==> src/rtl/program_loader_if.sv <==
// Byte-stream ingress and packed memory request/response bus between the loader and its environment.
// master = loader side; slave = stream source plus program memory.
interface program_loader_if;
    logic [7:0]  in_data;
    logic        in_valid;
    logic        in_ready;
    logic [14:0] memory_in;
    logic [7:0]  memory_out;

    modport master (
        input  in_data,
        input  in_valid,
        input  memory_out,
        output in_ready,
        output memory_in
    );

    modport slave (
        output in_data,
        output in_valid,
        output memory_out,
        input  in_ready,
        input  memory_in
    );
endinterface

==> src/rtl/program_loader.sv <==
// Preloads the 16x8 program memory from a byte stream, optionally reads it back against a checksum.
// Latency: one registered write per accepted beat; each readback costs READ_LATENCY+1 cycles, plus one CHECK cycle.
// Backpressure: in_ready is high only in LOAD; bytes offered in any other state are left unconsumed.
module program_loader #(
    parameter logic [2:0] CTRL_IDLE    = 3'b000,
    parameter logic [2:0] CTRL_WRITE   = 3'b001,
    parameter logic [2:0] CTRL_READ    = 3'b010,
    parameter int         READ_LATENCY = 1,
    parameter bit         VERIFY_EN    = 1'b1
) (
    input  logic               clk,
    input  logic               rst_n,
    input  logic               start,
    program_loader_if.master   bus,
    output logic               busy,
    output logic               done,
    output logic               error,
    output logic               cpu_rst_n,
    output logic [7:0]         checksum
);

    typedef struct packed {
        logic [7:0] data;
        logic [3:0] addr;
        logic [2:0] ctrl;
    } mem_req_t;

    typedef enum logic [2:0] {
        IDLE,
        LOAD,
        V_REQ,
        V_WAIT,
        CHECK,
        DONE,
        ERROR
    } state_t;

    localparam logic [1:0] LAT_LAST = 2'(READ_LATENCY - 1);

    state_t     state_q, state_d;
    mem_req_t   req_q, req_d;
    logic [4:0] cnt_q, cnt_d;
    logic [3:0] vaddr_q, vaddr_d;
    logic [1:0] lat_q, lat_d;
    logic [7:0] sum_q, sum_d;
    logic [7:0] chk_q, chk_d;

    always_ff @(posedge clk or negedge rst_n) begin
        if (!rst_n) begin
            state_q <= IDLE;
            req_q   <= '{data: 8'h00, addr: 4'h0, ctrl: CTRL_IDLE};
            cnt_q   <= '0;
            vaddr_q <= '0;
            lat_q   <= '0;
            sum_q   <= '0;
            chk_q   <= '0;
        end else begin
            state_q <= state_d;
            req_q   <= req_d;
            cnt_q   <= cnt_d;
            vaddr_q <= vaddr_d;
            lat_q   <= lat_d;
            sum_q   <= sum_d;
            chk_q   <= chk_d;
        end
    end

    always_comb begin
        state_d     = state_q;
        cnt_d       = cnt_q;
        vaddr_d     = vaddr_q;
        lat_d       = lat_q;
        sum_d       = sum_q;
        chk_d       = chk_q;
        // Requests are one-cycle strobes; data/addr are held to keep the bus quiet.
        req_d       = req_q;
        req_d.ctrl  = CTRL_IDLE;

        case (state_q)
            IDLE, DONE, ERROR: begin
                if (start) begin
                    state_d = LOAD;
                    cnt_d   = '0;
                    vaddr_d = '0;
                    lat_d   = '0;
                    sum_d   = '0;
                    chk_d   = '0;
                end
            end
            LOAD: begin
                if (bus.in_valid) begin
                    req_d = '{data: bus.in_data, addr: cnt_q[3:0], ctrl: CTRL_WRITE};
                    chk_d = chk_q + bus.in_data;
                    cnt_d = cnt_q + 5'd1;
                    // cnt[4] marks the 16th beat; the address can never wrap.
                    if (cnt_d[4]) begin
                        state_d = VERIFY_EN ? V_REQ : DONE;
                    end
                end
            end
            V_REQ: begin
                req_d   = '{data: 8'h00, addr: vaddr_q, ctrl: CTRL_READ};
                lat_d   = '0;
                state_d = V_WAIT;
            end
            V_WAIT: begin
                if (lat_q == LAT_LAST) begin
                    sum_d   = sum_q + bus.memory_out;
                    vaddr_d = vaddr_q + 4'd1;
                    state_d = (vaddr_q == 4'hF) ? CHECK : V_REQ;
                end else begin
                    lat_d = lat_q + 2'd1;
                end
            end
            CHECK: begin
                state_d = (sum_q == chk_q) ? DONE : ERROR;
            end
            default: begin
                state_d = IDLE;
            end
        endcase
    end

    assign bus.in_ready  = (state_q == LOAD);
    assign bus.memory_in = req_q;
    assign busy          = !(state_q == IDLE || state_q == DONE || state_q == ERROR);
    assign done          = (state_q == DONE);
    assign error         = (state_q == ERROR);
    assign cpu_rst_n     = (state_q == DONE);
    assign checksum      = chk_q;

endmodule

==> src/flat_wrapper.sv <==
// flat-port wrapper written by rule: the top's interface ports become plain ports
module program_loader_flat 
#(
    parameter logic [2:0] CTRL_IDLE    = 3'b000,
    parameter logic [2:0] CTRL_WRITE   = 3'b001,
    parameter logic [2:0] CTRL_READ    = 3'b010,
    parameter int         READ_LATENCY = 1,
    parameter bit         VERIFY_EN    = 1'b1
)
  (clk, rst_n, start, busy, done, error, cpu_rst_n, checksum, bus_in_data, bus_in_valid, bus_memory_out, bus_in_ready, bus_memory_in);
  program_loader_if bus_i ();
  input  logic clk;
  input  logic rst_n;
  input  logic start;
  output logic busy;
  output logic done;
  output logic error;
  output logic cpu_rst_n;
  output logic [7:0] checksum;
  input wire logic [$bits(bus_i.in_data)-1:0] bus_in_data;
  input wire logic [$bits(bus_i.in_valid)-1:0] bus_in_valid;
  input wire logic [$bits(bus_i.memory_out)-1:0] bus_memory_out;
  output wire logic [$bits(bus_i.in_ready)-1:0] bus_in_ready;
  output wire logic [$bits(bus_i.memory_in)-1:0] bus_memory_in;
  assign bus_i.in_data = bus_in_data;
  assign bus_i.in_valid = bus_in_valid;
  assign bus_i.memory_out = bus_memory_out;
  assign bus_in_ready = bus_i.in_ready;
  assign bus_memory_in = bus_i.memory_in;
  program_loader #(.CTRL_IDLE(CTRL_IDLE), .CTRL_WRITE(CTRL_WRITE), .CTRL_READ(CTRL_READ), .READ_LATENCY(READ_LATENCY), .VERIFY_EN(VERIFY_EN)) u_core (.clk(clk), .rst_n(rst_n), .start(start), .bus(bus_i), .busy(busy), .done(done), .error(error), .cpu_rst_n(cpu_rst_n), .checksum(checksum));
endmodule
==> config.mk <==
export PLATFORM = sky130hd
export DESIGN_NAME = program_loader_flat
export DESIGN_NICKNAME = d
export VERILOG_FILES = /design/src/rtl/program_loader_if.sv /design/src/rtl/program_loader.sv /design/src/flat_wrapper.sv
export SDC_FILE = /design/constraint.sdc
export NUM_CORES = 1
export LEC_CHECK = 0
export ABC_AREA = 1
export BUFFER_PORTS_ARGS = -buffer_cell sky130_fd_sc_hd__buf_4
export CORE_MARGIN = 2
export CORE_UTILIZATION = 45
export DETAILED_ROUTE_END_ITERATION = 16
export PLACE_DENSITY = 0.72
export SLEW_MARGIN = 10
export SYNTH_ARGS = -nofsm -noshare
export SYNTH_HDL_FRONTEND = slang
export SYNTH_SLANG_ARGS = --single-unit
export TNS_END_PERCENT = 100
==> constraint.sdc <==
create_clock -name clk -period 3.2 [get_ports clk]
set_input_delay 0 -clock clk [delete_from_list [all_inputs] [get_ports clk]]
set_output_delay 0 -clock clk [all_outputs]
set_load 0.1 [all_outputs]
==> results of run 1 <==
[final timing paths]
| kind | slack [ps] | end | start |
|---|---|---|---|
| max in group asynchronous | 2590 | u_core.bus.memory_in[6] | rst_n |
| min | 30 | u_core.sum_q[0] | bus_memory_out[0] |
| max reg2reg | 1440 | u_core.bus.memory_in[13] | u_core.state_q[2] |
| max | 1440 | u_core.bus.memory_in[13] | u_core.state_q[2] |
| min reg2reg | 490 | u_core.lat_q[1] | u_core.lat_q[1] |
| min in group asynchronous | 230 | u_core.sum_q[1] | rst_n |
[state kept, by name, summed over array words and instances (netlist names)]
| signal | cells |
|---|---|
| u_core.lat_q | 2 |
| u_core.checksum | 8 |
| u_core.sum_q | 8 |
| u_core.cnt_q | 5 |
| u_core.bus.memory_in | 14 |
| u_core.vaddr_q | 4 |
| u_core.state_q | 3 |
[layout by cell type (no fill, tap or decap), types with 2 or more instances in the layout]
master                          instances
sky130_fd_sc_hd__xnor2_1               12
sky130_fd_sc_hd__fa_1                   2
sky130_fd_sc_hd__nand4_1                4
sky130_fd_sc_hd__o211ai_1               2
sky130_fd_sc_hd__a21oi_1                8
sky130_fd_sc_hd__bufinv_16              2
sky130_fd_sc_hd__o21ai_0                6
sky130_fd_sc_hd__clkbuf_8               5
sky130_fd_sc_hd__o21ai_2                4
sky130_fd_sc_hd__a22o_1                 8
sky130_fd_sc_hd__nand3_1               25
sky130_fd_sc_hd__nor2_1                14
sky130_fd_sc_hd__nor2_4                 2
sky130_fd_sc_hd__inv_2                  4
sky130_fd_sc_hd__xor2_1                 4
sky130_fd_sc_hd__inv_1                 37
sky130_fd_sc_hd__ha_1                  17
sky130_fd_sc_hd__dfrtp_1               44
sky130_fd_sc_hd__a21boi_0               2
sky130_fd_sc_hd__buf_4                 46
sky130_fd_sc_hd__nor3_4                 2
sky130_fd_sc_hd__nand2_1              126
sky130_fd_sc_hd__inv_4                  2
sky130_fd_sc_hd__dlygate4sd3_1          9
[routing by layer]
metal	share of wire (%)	GRT usage (%)	routed length, microns
met1	47	25.0	2910
met2	49	32.0	3000
met3	3.0	3.48	188
met4	1.4	4.92	85
met5	0	0	0
[tightest hold or removal path: cells and delay by family]
kind / cells / cell delay [ps]
AO/OA/AOI/OAI: 1 / 40
adder cells (fa/ha/maj): 1 / 120
buffers and inverters: 1 / 80
AND/OR/NAND/NOR: 1 / 60
[layout make-up]
| class | instances | share of cell area, % |
|---|---|---|
| Multi-Input combinational cell | 254 | 43.5 |
| Sequential cell | 44 | 32.3 |
| Timing Repair Buffer | 55 | 12.8 |
| Inverter | 43 | 4.88 |
| Tap cell | 75 | 2.75 |
| Clock buffer | 5 | 2.02 |
| Clock inverter | 2 | 1.76 |
[power breakdown]
part           internal [mW]  switching, mW
logic                  0.672           1.75
registers              0.749          0.216
clock network          0.307          0.193
total                   1.73           2.16
[logic make-up (layout without fill, tap and decap cells)]
| group | count (synthesis) | after routing | share of synthesized area, % |
|---|---|---|---|
| xor gates and xnor gates | 16 | 16 | 5.00 |
| DFF | 44 | 44 | 39.3 |
| AOI/OAI and AO/OA | 39 | 39 | 10.3 |
| buffers and inverters | 49 | 105 | 7.81 |
| and+or+nand+nor | 179 | 179 | 28.5 |
| adders and majority gates | 19 | 19 | 9.01 |
| other | 1 | 1 | 0.134 |
[timing repair]
item	CTS	global route
endpoints found under the hold margin	52	0
hold buffers	9	0
setup buffers	0	0
==> metrics.cfg, run 1 <==
[run_status]
status = completed

[global_route]
first_global_vias = 2270
grt_first_pass_wirelength_microns = 10600
grtUsageTotal_pct = 18.9
antenna_violations_before_repair = 0
grt_start_max_net_pins = 45
globalRouteOverflowTotal = 0

[worst_setup_path]
timing.critical_path.buf_inv = 1
crit_cells = 5
critical_path_required_ps = 3390
crit_type = reg2reg
critical_path.startpoint_type = flip-flop
reg2reg_depth = 5
largest_fanout_on_the_critical_path = 23
critPathSlowestCell = sky130_fd_sc_hd__dfrtp_1
worst_stage_delay_on_the_critical_path_ps = 490
worst_setup_path_end_kind = flip-flop
cp_cell_sequence = nor3_4 > inv_4 > nor2_8 > nor2_2 > a22o_1
critPathArrivalTime_ps = 1950
critical_path.top_delay_family = simple AND/OR/NAND/NOR gates

[die]
io_pins = 48
fp.dieArea_sq_um = 6880
core_area_sq_um = 5960
num_rows = 28
die_y_microns = 83.0
dieWidth_microns = 83.0
start_util_pct = 47.1

[power]
power_density_relative_to_cell_area_nw_per_um2 = 1140
max-vdd-ir-drop_mv = 0.725
p_total_mw = 3.89
leakage_component_of_the_power_nw = 1.86

[drt]
via_per_inst = 4.93
postRouteWirelength_microns = 6190
drt_drc_violations_left = 0
drt-initial-drc-count = 106
overall_via_count_from_detail_route = 2357
wl_per_cell_microns = 12.9
drt_pre_antenna_iters = 4
postRouteAntennaNets = 0

[timing]
layout_min_cycle_time_ps = 1760
hold_viol_final = 0
tns_ps = 0
final.period_utilization_pct = 55.0
final_max_slew_viol_count = 0
maxClockFrequency_mhz = 568
rsz_0062_raised_after_global_routing = false
setup_viol_count_final = 0
timing.slew.headroom_pct = 59.5
tightest_slew_ps = 606
final.hold.worst_slack_ps = 29.8
timing.final.ws_setup_ps = 1440
timing.clock.skew_ps = 8.89

[layout]
synthesis_to_finish_area_growth_pct = 21.6
num-nets-final = 442
fillers = 563
fin_util_pct = 57.3
final_cell_count_no_fill = 478
finalInstanceArea_sq_um = 3410
area.sequential_sq_um = 1100
antenna_cells_inserted = 0
multi_input_area_sq_um = 1490
final_layout_size_suffix_gt1_share_pct = 18.9

[cts]
clockRootBuffer = sky130_fd_sc_hd__clkbuf_8
cts.sinks = 44
cts-resized-gates = 0
htreeDepth = 2
worst_skew_pair.late_latency_ps = 300
tritoncts.num_buffers = 5
cts.path.max_buffers = 2
clock_tree_from_tritoncts = yes
cts_clock_pin_slew_for_the_worst_setup_and_hold_paths_ps = 80

[synthesis]
syn-cell-area_sq_um = 2810
post_synth_edffs = 0
synth-async-reset-ratio_pct = 100
synth_area_leaders = sky130_fd_sc_hd__dfrtp_1 (39%), sky130_fd_sc_hd__nand2_1 (17%), sky130_fd_sc_hd__ha_1 (7.6%)
netlist-cell-type-count = 38
synth.largest_area_cell = sky130_fd_sc_hd__dfrtp_1
syn_area_per_cell_sq_um = 8.08
postSynthCellCount = 347
synth_top_area_share_pct = 39.3
synth_nets = 386
seq_area_frac_synth_pct = 39.3
synth-seq-cells = 44
dominantRegCellSynth = sky130_fd_sc_hd__dfrtp_1
synthTopCellsByCount = sky130_fd_sc_hd__nand2_1 (126), sky130_fd_sc_hd__dfrtp_1 (44), sky130_fd_sc_hd__inv_1 (37), sky130_fd_sc_hd__nand3_1 (25), sky130_fd_sc_hd__ha_1 (17)
synth_warnings = 0
yosysMostFrequentCell = sky130_fd_sc_hd__nand2_1

[worst_hold_path]
min_delay_path_depth = 4
hold_path_class = in2reg

[placement]
postPlaceCellArea_sq_um = 3190
hpwl_after_detailed_placement_microns = 4580
numPortBuffers = 46
gp_congestion = 0.778
post-place-ws_ps = 1450
dp_cells = 462

[run]
drv_cap = 0

Power figures use the tool's default switching activity.
==> inputs of run 2 (changes only) <==
- clock period: 3.2 -> 1.8 ns (I/O delays scaled with it)
==> run 2 against run 1 <==
Compared with the run above: clock skew shrank 3.5 ps; critical path depth is 3 higher; cell count increased by 1.5%; wire length decreased by 3.2%; clock power increased by 29%; sequential power is 75% higher; register-to-register slack worse by 1300 ps; worst setup slack lost 1300 ps; count of clock-buffer cells in the layout grew 1.
==> metrics.cfg, run 2 (same netlist as run 1, synthesis figures left out) <==
[run_status]
status = completed

[timing]
maxClockFrequency_mhz = 608
tightest_slew_ps = 578
final.period_utilization_pct = 91.3
rsz_0062_raised_after_global_routing = false
timing.slew.headroom_pct = 61.5
final_max_slew_viol_count = 0
layout_min_cycle_time_ps = 1640
timing.clock.skew_ps = 5.44
setup_viol_count_final = 0
timing.final.ws_setup_ps = 156
hold_viol_final = 0

[worst_setup_path]
timing.critical_path.buf_inv = 0
critical_path.startpoint_type = flip-flop
critical_path.most_common_cell = sky130_fd_sc_hd__nand2_1
cp_cell_sequence = ha_1 > fa_1 > nand3_1 > nand2_1 > xnor2_1 > nor2_1 > nand2_1 > nand2_1
critical_path.top_delay_family = adder cells
crit_type = reg2reg
critical_path_required_ps = 1990
critPathArrivalTime_ps = 1830
worst_setup_path_end_kind = flip-flop
critPathSlowestCell = sky130_fd_sc_hd__dfrtp_2
largest_fanout_on_the_critical_path = 5
worst_stage_delay_on_the_critical_path_ps = 450

[global_route]
antenna_violations_before_repair = 0
grt_start_max_net_pins = 45
globalRouteOverflowTotal = 0
first_global_vias = 2279
grt_first_pass_wirelength_microns = 10500
grtUsageTotal_pct = 18.4

[power]
power_density_relative_to_cell_area_nw_per_um2 = 1970
sequentialPowerShare_pct = 24.9
power.net_switching_mw = 3.83
combinational_cell_fraction_of_total_power_pct = 65.5
p_clk_share_pct = 9.5
internal_power_mw = 2.93
power.switching_fraction_pct = 56.7
p_total_mw = 6.76
max-vdd-ir-drop_mv = 1.22
leakage_component_of_the_power_nw = 1.88

[cts]
cts-resized-gates = 0
clockRootBuffer = sky130_fd_sc_hd__clkbuf_8
tritoncts.num_buffers = 5
worst_skew_pair.late_latency_ps = 290
htreeDepth = 2
cts.path.max_buffers = 2
clock_tree_from_tritoncts = yes
cts_clock_pin_slew_for_the_worst_setup_and_hold_paths_ps = 80
cts.sinks = 44

[layout]
final_layout_size_suffix_gt1_share_pct = 21.2
largest_register_ffs = 14
num-nets-final = 448
synthesis_to_finish_area_growth_pct = 22.3
layout.cells.most_common = sky130_fd_sc_hd__nand2_1
antenna_cells_inserted = 0
layout_common_cells = sky130_fd_sc_hd__nand2_1 (126), sky130_fd_sc_hd__buf_4 (52), sky130_fd_sc_hd__dfrtp_1 (40)

[die]
die_y_microns = 83.0
fp.dieArea_sq_um = 6880
core_area_sq_um = 5960
dieWidth_microns = 83.0
start_util_pct = 47.1
num_rows = 28
io_pins = 48

[drt]
postRouteWirelength_microns = 5990
drt_pre_antenna_iters = 4
postRouteAntennaNets = 0
via_per_inst = 4.96
drt-initial-drc-count = 114
drt_drc_violations_left = 0
wl_per_cell_microns = 12.4
overall_via_count_from_detail_route = 2407

[placement]
numPortBuffers = 46
hpwl_after_detailed_placement_microns = 4520
post-place-ws_ps = 181
gp_congestion = 0.814

[run]
drv_cap = 0

[worst_hold_path]
hold_path_class = in2reg

[run 2: cell type report]
class,count,area (sq um)
fillers,534,2530
multi-input cells,254,1490
flip-flops and latches,44,1110
repair buffers,61,480
inverters,43,166
well taps,75,93.8
clock buffers,6,82.6
clock inverters,2,10.0
[run 2: worst paths after layout]
kind                                     from                       end  slack [ps]  cells after the start
setup / recovery           u_core.checksum[0]        u_core.checksum[4]         160                      8
hold / removal              bus_memory_out[0]           u_core.sum_q[0]          40                      4
setup reg to reg           u_core.checksum[0]        u_core.checksum[4]         160                      8
hold reg to reg               u_core.lat_q[1]           u_core.lat_q[1]         480                      2
max in group asynchronous               rst_n         u_core.state_q[2]        1140                      2
min in group asynchronous               rst_n  u_core.bus.memory_in[12]         230                      2
[run 2: repair_timing]
action | 4_1_cts | 5_1_grt
hold buffers | 9 | 0
buffers inserted | 0 | 0
setup endpoints to repair | 0 | 0
hold endpoints to repair | 52 | 0
[run 2: power groups by stage]
| stage | combinational [mW] | clock (mW) | sequential [mW] |
|---|---|---|---|
| global route | 4.81 | 0.708 | 1.75 |
| floorplan | 2.19 | 0 | 2.99 |
| detailed placement | 4.43 | 0 | 1.70 |
| finish | 4.43 | 0.645 | 1.69 |
| global placement | 4.39 | 0 | 1.69 |
| CTS | 4.46 | 0.670 | 1.69 |
[run 2: per-stage QoR]
step           instance area, sq um  util, %  cells  hold slack, ps  TNS, ps
2_1_floorplan                  2820        -    347            -296    -7920
3_3_place_gp                   3250     54.5    468            42.3        0
3_5_place_dp                   3250     54.5    468            39.6        0
4_1_cts                        3430     57.6    485            25.4        0
5_1_grt                        3430     57.6    485            66.4        0
6_report                       3430     57.6    485            39.2        0
[run 2: layer usage]
| layer | up-vias | GRT usage, % | wire (microns) |
|---|---|---|---|
| met5 | - | 0 | 0 |
| met4 | 0 | 6.56 | 75 |
| met3 | 6 | 2.58 | 241 |
| met2 | 46 | 30.1 | 2830 |
| met1 | 1120 | 25.1 | 2850 |
| li1 | 1235 | - | - |
[run 2: tightest hold or removal path, delay by kind of cell]
family / cells / cell delay [ps]
AOI/OAI and AO/OA: 1 / 50
adders and majority gates: 1 / 120
buffers and inverters: 1 / 90
and+or+nand+nor: 1 / 50
